[src/rtl/lifo_stack_pkg.sv]
// Shared definitions for the LIFO operator stack and the infix-to-postfix
// converter: default geometry and the operator code set.
package stack_pkg;

  localparam int unsigned STACK_WIDTH = 32;
  localparam int unsigned STACK_DEPTH = 16;

  // Operator codes stored on the stack by the converter.
  typedef enum logic [2:0] {
    OP_ADD = 3'd1,
    OP_SUB = 3'd2,
    OP_MUL = 3'd3,
    OP_DIV = 3'd4
  } op_code_e;

endpackage : stack_pkg

[src/rtl/lifo_stack_if.sv]
// Push/pop strobe-acknowledge bus of the LIFO stack. The requester uses the
// master modport and the stack uses the slave modport.
interface lifo_stack_if #(
  parameter int unsigned WIDTH = 32
);

  logic             PUSH_STB;
  logic [WIDTH-1:0] PUSH_DAT;
  logic             POP_STB;
  logic [WIDTH-1:0] POP_DAT;
  logic             POP_ACK;
  logic             PUSH_ACK;

  modport master (
    output PUSH_STB,
    output PUSH_DAT,
    output POP_STB,
    input  POP_DAT,
    input  POP_ACK,
    input  PUSH_ACK
  );

  modport slave (
    input  PUSH_STB,
    input  PUSH_DAT,
    input  POP_STB,
    output POP_DAT,
    output POP_ACK,
    output PUSH_ACK
  );

endinterface : lifo_stack_if

[src/rtl/lifo_stack_mem.sv]
// DEPTH x WIDTH register array: one synchronous write port, one asynchronous
// read port. Contents are never cleared by reset.
module stack_mem #(
  parameter int unsigned WIDTH = 32,
  parameter int unsigned DEPTH = 16,
  parameter int unsigned AW    = $clog2(DEPTH)
) (
  input  logic             CLK,
  input  logic             we,
  input  logic [AW-1:0]    waddr,
  input  logic [WIDTH-1:0] wdata,
  input  logic [AW-1:0]    raddr,
  output logic [WIDTH-1:0] rdata
);

  logic [WIDTH-1:0] mem [DEPTH];

  // Write port: store the word on the rising edge when enabled.
  always_ff @(posedge CLK) begin
    if (we) begin
      mem[waddr] <= wdata;
    end
  end

  // Read port: combinational view of the addressed word.
  always_comb begin
    rdata = mem[raddr];
  end

endmodule : stack_mem

[src/rtl/lifo_stack.sv]
// Parameterised synchronous LIFO stack with strobe/acknowledge push and pop.
// Holds the stack pointer, accept logic and ack registers; storage lives in
// stack_mem. Optional macro STACK_STATUS_EN adds FULL/EMPTY/LEVEL outputs.
module lifo_stack
  import stack_pkg::*;
#(
  parameter int unsigned WIDTH = STACK_WIDTH,
  parameter int unsigned DEPTH = STACK_DEPTH
) (
  input  logic                       CLK,
  input  logic                       RST,
`ifdef STACK_STATUS_EN
  output logic                       FULL,
  output logic                       EMPTY,
  output logic [$clog2(DEPTH+1)-1:0] LEVEL,
`endif
  lifo_stack_if.slave                bus
);

  localparam int unsigned SPW = $clog2(DEPTH + 1);
  localparam int unsigned AW  = $clog2(DEPTH);

  logic [SPW-1:0]   sp;
  logic [SPW-1:0]   sp_nxt;
  logic             full;
  logic             empty;
  logic [AW-1:0]    top_addr;
  logic             we;
  logic [AW-1:0]    waddr;
  logic             push_acc;
  logic             pop_acc;
  logic [WIDTH-1:0] rd_data;
  logic             push_ack_q;
  logic             pop_ack_q;

  // Pointer decode: empty/full flags and the address of the current top.
  always_comb begin
    full     = (sp == SPW'(DEPTH));
    empty    = (sp == '0);
    top_addr = AW'(sp - SPW'(1));
  end

  // Accept logic: a simultaneous push+pop on a non-empty stack replaces the
  // top in place; on an empty stack it degrades to a plain push. Strobes on
  // a reset edge are discarded, including the memory write.
  always_comb begin
    we       = 1'b0;
    waddr    = AW'(sp);
    sp_nxt   = sp;
    push_acc = 1'b0;
    pop_acc  = 1'b0;
    if (RST) begin
      if (bus.PUSH_STB && bus.POP_STB && !empty) begin
        we       = 1'b1;
        waddr    = top_addr;
        push_acc = 1'b1;
        pop_acc  = 1'b1;
      end else if (bus.PUSH_STB && !full) begin
        we       = 1'b1;
        sp_nxt   = sp + SPW'(1);
        push_acc = 1'b1;
      end else if (bus.POP_STB && !empty) begin
        sp_nxt   = sp - SPW'(1);
        pop_acc  = 1'b1;
      end
    end
  end

  // Pointer and ack registers with synchronous active-low reset.
  always_ff @(posedge CLK) begin
    if (!RST) begin
      sp         <= '0;
      push_ack_q <= 1'b0;
      pop_ack_q  <= 1'b0;
    end else begin
      sp         <= sp_nxt;
      push_ack_q <= push_acc;
      pop_ack_q  <= pop_acc;
    end
  end

  stack_mem #(
    .WIDTH (WIDTH),
    .DEPTH (DEPTH),
    .AW    (AW)
  ) u_mem (
    .CLK   (CLK),
    .we    (we),
    .waddr (waddr),
    .wdata (bus.PUSH_DAT),
    .raddr (top_addr),
    .rdata (rd_data)
  );

  // Output view: top of stack, forced to zero when empty.
  always_comb begin
    bus.POP_DAT  = empty ? '0 : rd_data;
    bus.POP_ACK  = pop_ack_q;
    bus.PUSH_ACK = push_ack_q;
  end

`ifdef STACK_STATUS_EN
  // Status outputs decoded straight from the pointer.
  always_comb begin
    FULL  = full;
    EMPTY = empty;
    LEVEL = sp;
  end
`endif

endmodule : lifo_stack

[src/flat_wrapper.sv]
// flat-port wrapper written by rule: the top's interface ports become plain ports
module lifo_stack_flat import stack_pkg::*;
#(
  parameter int unsigned WIDTH = STACK_WIDTH,
  parameter int unsigned DEPTH = STACK_DEPTH
)
  (CLK, RST, bus_PUSH_STB, bus_PUSH_DAT, bus_POP_STB, bus_POP_DAT, bus_POP_ACK, bus_PUSH_ACK);
  lifo_stack_if #(.WIDTH(WIDTH)) bus_i ();
  input  logic CLK;
  input  logic RST;
  input wire logic [$bits(bus_i.PUSH_STB)-1:0] bus_PUSH_STB;
  input wire logic [$bits(bus_i.PUSH_DAT)-1:0] bus_PUSH_DAT;
  input wire logic [$bits(bus_i.POP_STB)-1:0] bus_POP_STB;
  output wire logic [$bits(bus_i.POP_DAT)-1:0] bus_POP_DAT;
  output wire logic [$bits(bus_i.POP_ACK)-1:0] bus_POP_ACK;
  output wire logic [$bits(bus_i.PUSH_ACK)-1:0] bus_PUSH_ACK;
  assign bus_i.PUSH_STB = bus_PUSH_STB;
  assign bus_i.PUSH_DAT = bus_PUSH_DAT;
  assign bus_i.POP_STB = bus_POP_STB;
  assign bus_POP_DAT = bus_i.POP_DAT;
  assign bus_POP_ACK = bus_i.POP_ACK;
  assign bus_PUSH_ACK = bus_i.PUSH_ACK;
  lifo_stack #(.WIDTH(WIDTH), .DEPTH(DEPTH)) u_core (.CLK(CLK), .RST(RST), .bus(bus_i));
endmodule
[config.mk]
export PLATFORM = sky130hd
export DESIGN_NAME = lifo_stack_flat
export DESIGN_NICKNAME = d
export VERILOG_FILES = /design/src/rtl/lifo_stack_pkg.sv /design/src/rtl/lifo_stack_if.sv /design/src/rtl/lifo_stack_mem.sv /design/src/rtl/lifo_stack.sv /design/src/flat_wrapper.sv
export SDC_FILE = /design/constraint.sdc
export NUM_CORES = 1
export LEC_CHECK = 0
export CAP_MARGIN = 10
export CORE_AREA = 5 5 272 300
export CTS_BUF_LIST = sky130_fd_sc_hd__clkbuf_8
export DETAILED_ROUTE_END_ITERATION = 7
export DIE_AREA = 0 0 277 305
export MAX_ROUTING_LAYER = met4
export PLACE_DENSITY = 0.47
export SETUP_SLACK_MARGIN = 0.1
export SYNTH_ARGS = -nofsm -noshare
export SYNTH_HDL_FRONTEND = slang
export SYNTH_SLANG_ARGS = --single-unit
[constraint.sdc]
create_clock -name CLK -period 5.3 [get_ports CLK]
set_clock_uncertainty 0.2 [all_clocks]
set_input_delay 1.06 -clock CLK [delete_from_list [all_inputs] [get_ports CLK]]
set_output_delay 1.06 -clock CLK [all_outputs]
set_load 0.1 [all_outputs]
# Word-level counts from Yosys, hierarchy flattened

Memory sizes are Yosys's and may differ from the RTL's.
Cells that the tools add are included.

Flip-flop bits (word level): 7
Bits in writable memories: 512
Input bits: 36
Output and inout bits: 34
Logic and storage cells: 30
Memories: 1

Memory list:

| name             | depth | width | rd ports | clocked after Yosys merged registers in | write ports | RTL line             | RTL |
|---|---|---|---|---|---|---|---|
| u_core.u_mem.mem | 16    | 32    | 1        | 0                                       | 1           | lifo_stack_mem.sv:16 | `logic [WIDTH-1:0] mem [DEPTH];` |

Add/sub/neg operators: 2
Equality and inequality tests: 1
Mux-type cells: 13
Bitwise logic cells: 1
Reductions and logical operators: 9

Operator list:

| kind                                             | number |
|---|---|
| two-way mux 32 bit                               | 1 |
| two-way mux 5 bit                                | 2 |
| two-way mux 1 bit                                | 8 |
| two-way mux 4 bit                                | 2 |
| adder 5 x 1 -> 5 bit, second input constant      | 1 |
| equality test 5 bit, second input constant       | 1 |
| logical NOT 5 bit                                | 1 |
| subtractor 5 x 1 -> 5 bit, second input constant | 1 |
| logical AND 1 bit                                | 4 |
| logical NOT 1 bit                                | 2 |
| AND reduction 2 bit                              | 1 |
| nonzero test 2 bit                               | 1 |
| NOT 1 bit                                        | 1 |

# Longest topological paths before layout

Word-level depth: 8
Mapped depth: 11
Mapped depth without buffers: 6

# Modules after synthesis

A second synthesis with hierarchy kept.

Cell total of the unflattened synthesis: 913
Area, all modules: 20001.7 sq um

Modules (own cells, without submodules):

| module     | times used | cells an instance | area an instance (sq um) | seq. area each (sq um) |
|---|---|---|---|---|
| stack_mem  | 1          | 806               | 19213.4                  | 15374.7 |
| lifo_stack | 1          | 107               | 788.3                    | 140.1 |

# Least setup slack after synthesis

OpenSTA, ideal clock, no wires.

Kind: flip-flop to output port
Start point: reg u_core.sp[0]
End point: out bus_POP_DAT[10]
Arrival: 3.826 ns
Required time: 4.040 ns
Setup slack: 0.214 ns
Stages on the path, launching flop included: 12
Cells stage by stage: dfxtp_1 -> buf_6 -> buf_4 -> buf_4 -> inv_1 -> ha_1 -> buf_4 -> buf_2 -> clkbuf_1 -> mux4_2 -> nand2_1 -> a32oi_1

Longest elaborated chain between the ends: 3
Elaborated cells on any way between the ends: 4
Those cells by class: 1 x add/sub; 1 x mux; 1 x reduce/logical; 1 x memory

RTL lines:

| item                      | RTL line           | RTL |
|---|---|---|
| from (decl)               | lifo_stack.sv:23   | `logic [SPW-1:0] sp;` |
| from (signal assigned)    | lifo_stack.sv:76   | `sp <= sp_nxt;` |
| subtractor 5 x 1 -> 5 bit | lifo_stack.sv:40   | `top_addr = AW'(sp - SPW'(1));` |
| memory read (16 x 32 bit) | n/a                |  |
| two-way mux 32 bit *      | lifo_stack.sv:97   | `bus.POP_DAT = empty ? '0 : rd_data;` |
| to (decl)                 | flat_wrapper.sv:14 | `output wire logic [$bits(bus_i.POP_DAT)-1:0] bus_POP_DAT;` |

Every way passes the cells marked *; elsewhere a longest branch is shown, timed or not.

# Final worst setup path

Start point: reg u_core.sp[0]
End point: out bus_POP_DAT[20]

Same word-level chain as after synthesis.

==> metrics.txt <==
routing usage on met1 15.92%; Main synth FF type edfxtp_1; Buffers & Inverters on Critical Path 3; via/cell ratio 4.564; number of hold violations in the final report 0; Syn. warnings 0; syn nets 975; via count 9927; DIE HEIGHT 305 um; top-count cell post-synth edfxtp_1; drc violations 0; DP Area ~22000 um2; CP Class reg -> out; critical-path maximum fanout 22; Top Family by Delay on Critical Path compound AO/OA/AOI/OAI gates; post-layout min period 5.081 ns; number of distinct library cells after synthesis 48; H-tree depth 3; startpoint type of the worst setup path flip-flop; initial core utilization 25.67%; proportion of layout cells with a drive suffix above 1 28.69%; Die Wd 277 um; Max Freq 196.8 MHz; Synth area leaders edfxtp_1 (76%), mux4_2 (14%), a32oi_1 (1.4%), nand2_1 (1.3%), a22oi_1 (1.2%); # rows 108; max_slew headroom 28.74%; Hold Path Stages 2; fin. max-slew vios 0; RePlAce Congestion 0.7450; Detail Placement HPWL 26460 um; worst path arrival time 3.82 ns; most frequent CP cell buf_4; clk slew on worst S/H paths 0.07 ns; Syn Std Cell Area ~20000 um2; outcome completed; root buffer cell clkbuf_8; CTS tree yes; Final Cycle Share 95.87%; clock sink count about 520; final core occ 30.36%; Yosys reg bits ~520; nets@finish around 1100; drt initial violations 792; core box area 78380 um2; Detailed Routing Iterations Pass 1 5; Post-synth ARST share 0%; Die Area 84490 um2; WP data required between 4 and 5 ns; # IOs 70; number of global-route vias before repair 10714; gr busiest metal met2; Avg Cell Area, Syn 21.50 um2; initial antenna violation count 4; Yosys top cell by area edfxtp_1; post-synthesis sequential area ratio 77.11%; routed len/inst 22.80 um; port bufs just under 70; area delta synth->final 18.25%; R2R Setup Slk 1.34 ns; cell count after synthesis 936; unrepaired setup endpoints after global routing false; Worst Hold Class reg -> reg; setup violators final 0; clk buf depth 3; CP max stage delay 0.52 ns; Design Area, Final roughly 24000 um2; nature of the critical path endpoint output port; number of synthesized flops with an enable pin 512; Final ANT Viol Nets 0; top-area cell type share of the netlist area 76.41%; DP Worst Slack 0.8007 ns; Worst Reg-to-Reg Cells 7; total wire length 49590 um; setup_tns 0 ns; CP cell instances inv_1 > ha_1 > nor2b_2 > a21o_4 > buf_4 > a22oi_1 > a32oi_1 > buf_4; # Post-CTS Setup Buffers 0; final worst setup slack 0.2190 ns; sink of the worst hold path u_core.sp[4]; CTS Buf Count 83; worst hold start u_core.sp[4]; Commonest cells post-synth edfxtp_1 (512), mux4_2 (128), nand2_1 (72); met2 usage 18.78%; largest net degree at the start of global routing 89; GRT met3 Usage 2.143%; RR Startpoint u_core.sp[0]; slowest CP cell nor2b_2; Max-Cap Viols 0; first-pass GRT wire length ~73000 um; R2R Path End u_core.u_mem.mem[4][20]; clk_lat worst skew 0.65 ns; Remaining Overflow, GRT 0; GRT Util Overall 11.96%; slew at the pin closest to its max-slew limit 1.069 ns
==> worst max path at each step <==
stage | depth (start not counted) | startpoint | endpoint | slack, ns
6_report | 8 | u_core.sp[0] | bus_POP_DAT[20] | 0.22
3_5_place_dp | 8 | u_core.sp[0] | bus_POP_DAT[20] | 0.80
5_1_grt | 8 | u_core.sp[0] | bus_POP_DAT[20] | 0.11
2_1_floorplan | 11 | u_core.sp[0] | bus_POP_DAT[10] | 0.21
3_3_place_gp | 8 | u_core.sp[0] | bus_POP_DAT[20] | 0.81
4_1_cts | 8 | u_core.sp[0] | bus_POP_DAT[20] | 0.13
==> worst register-to-register path, cell delays in order (launching register included) <==
cell	delay [ns]
dfxtp_4	0.37
buf_4	0.73
nor3_4	0.18
xnor2_2	0.25
buf_4	0.54
a41oi_1	0.60
nor2_4	0.25
buf_4	0.44
==> flip-flops by register name, indices dropped and copies added (netlist names) <==
signal and flops:
u_core.bus.PUSH_ACK 1, u_core.u_mem.mem 512, u_core.bus.POP_ACK 1, u_core.sp 5
==> cell type report <==
type / count / area, um2
diodes: 4 / 10.01
clock buffers: 85 / 1170
clock inverters: 58 / 319.1
fillers: 7624 / 54580
inverters: 7 / 26.28
multi-input cells: 356 / 4489
flip-flops and latches: 519 / 15520
well taps: 1045 / 1308
repair buffers: 101 / 950.9
==> cells by family (layout without fill, tap and decap cells) <==
kind of cell	Yosys count	in the layout	share of synthesized area, %
AOI/OAI and AO/OA	88	88	3.445
xor gates and xnor gates	4	4	0.1742
adders and majority gates	3	3	0.1866
buffers and inverters	62	251	1.517
DFF	519	519	77.11
muxes	135	135	14.69
other	0	4	0
and+or+nand+nor	125	126	2.873
==> routing by layer <==
metal  up-vias  share of wire, %
met1      5337                45
met4         0               2.3
met5         -                 0
met2       280                48
met3        72               4.9
li1       4238                 -
==> stage by stage <==
stage / hold slack [ns] / instances
after floorplan: 0.3809 / 936
after global placement: 0.3891 / 2027
after detailed placement: 0.4193 / 2027
after CTS: 0.4292 / 2171
after global routing: 0.4587 / 2175
final: 0.4432 / 2175
==> timing repair <==
item | 4_1_cts | 5_1_grt
setup endpoints to repair | 1 | 0
hold buffers | 0 | 0
resized for setup | 3 | 0
==> placed cells by master, fill, tap and decap left out, drive strengths merged, types with 32 or more instances in the layout <==
cell type,count
clkdlybuf4s50,37
a22oi,34
clkbuf,85
a32oi,32
buf,64
edfxtp,512
nand2,72
mux4,128
inv,37
Power is not shown: default switching activity piles up to over one toggle a cycle in this logic, so the estimate is an artifact.
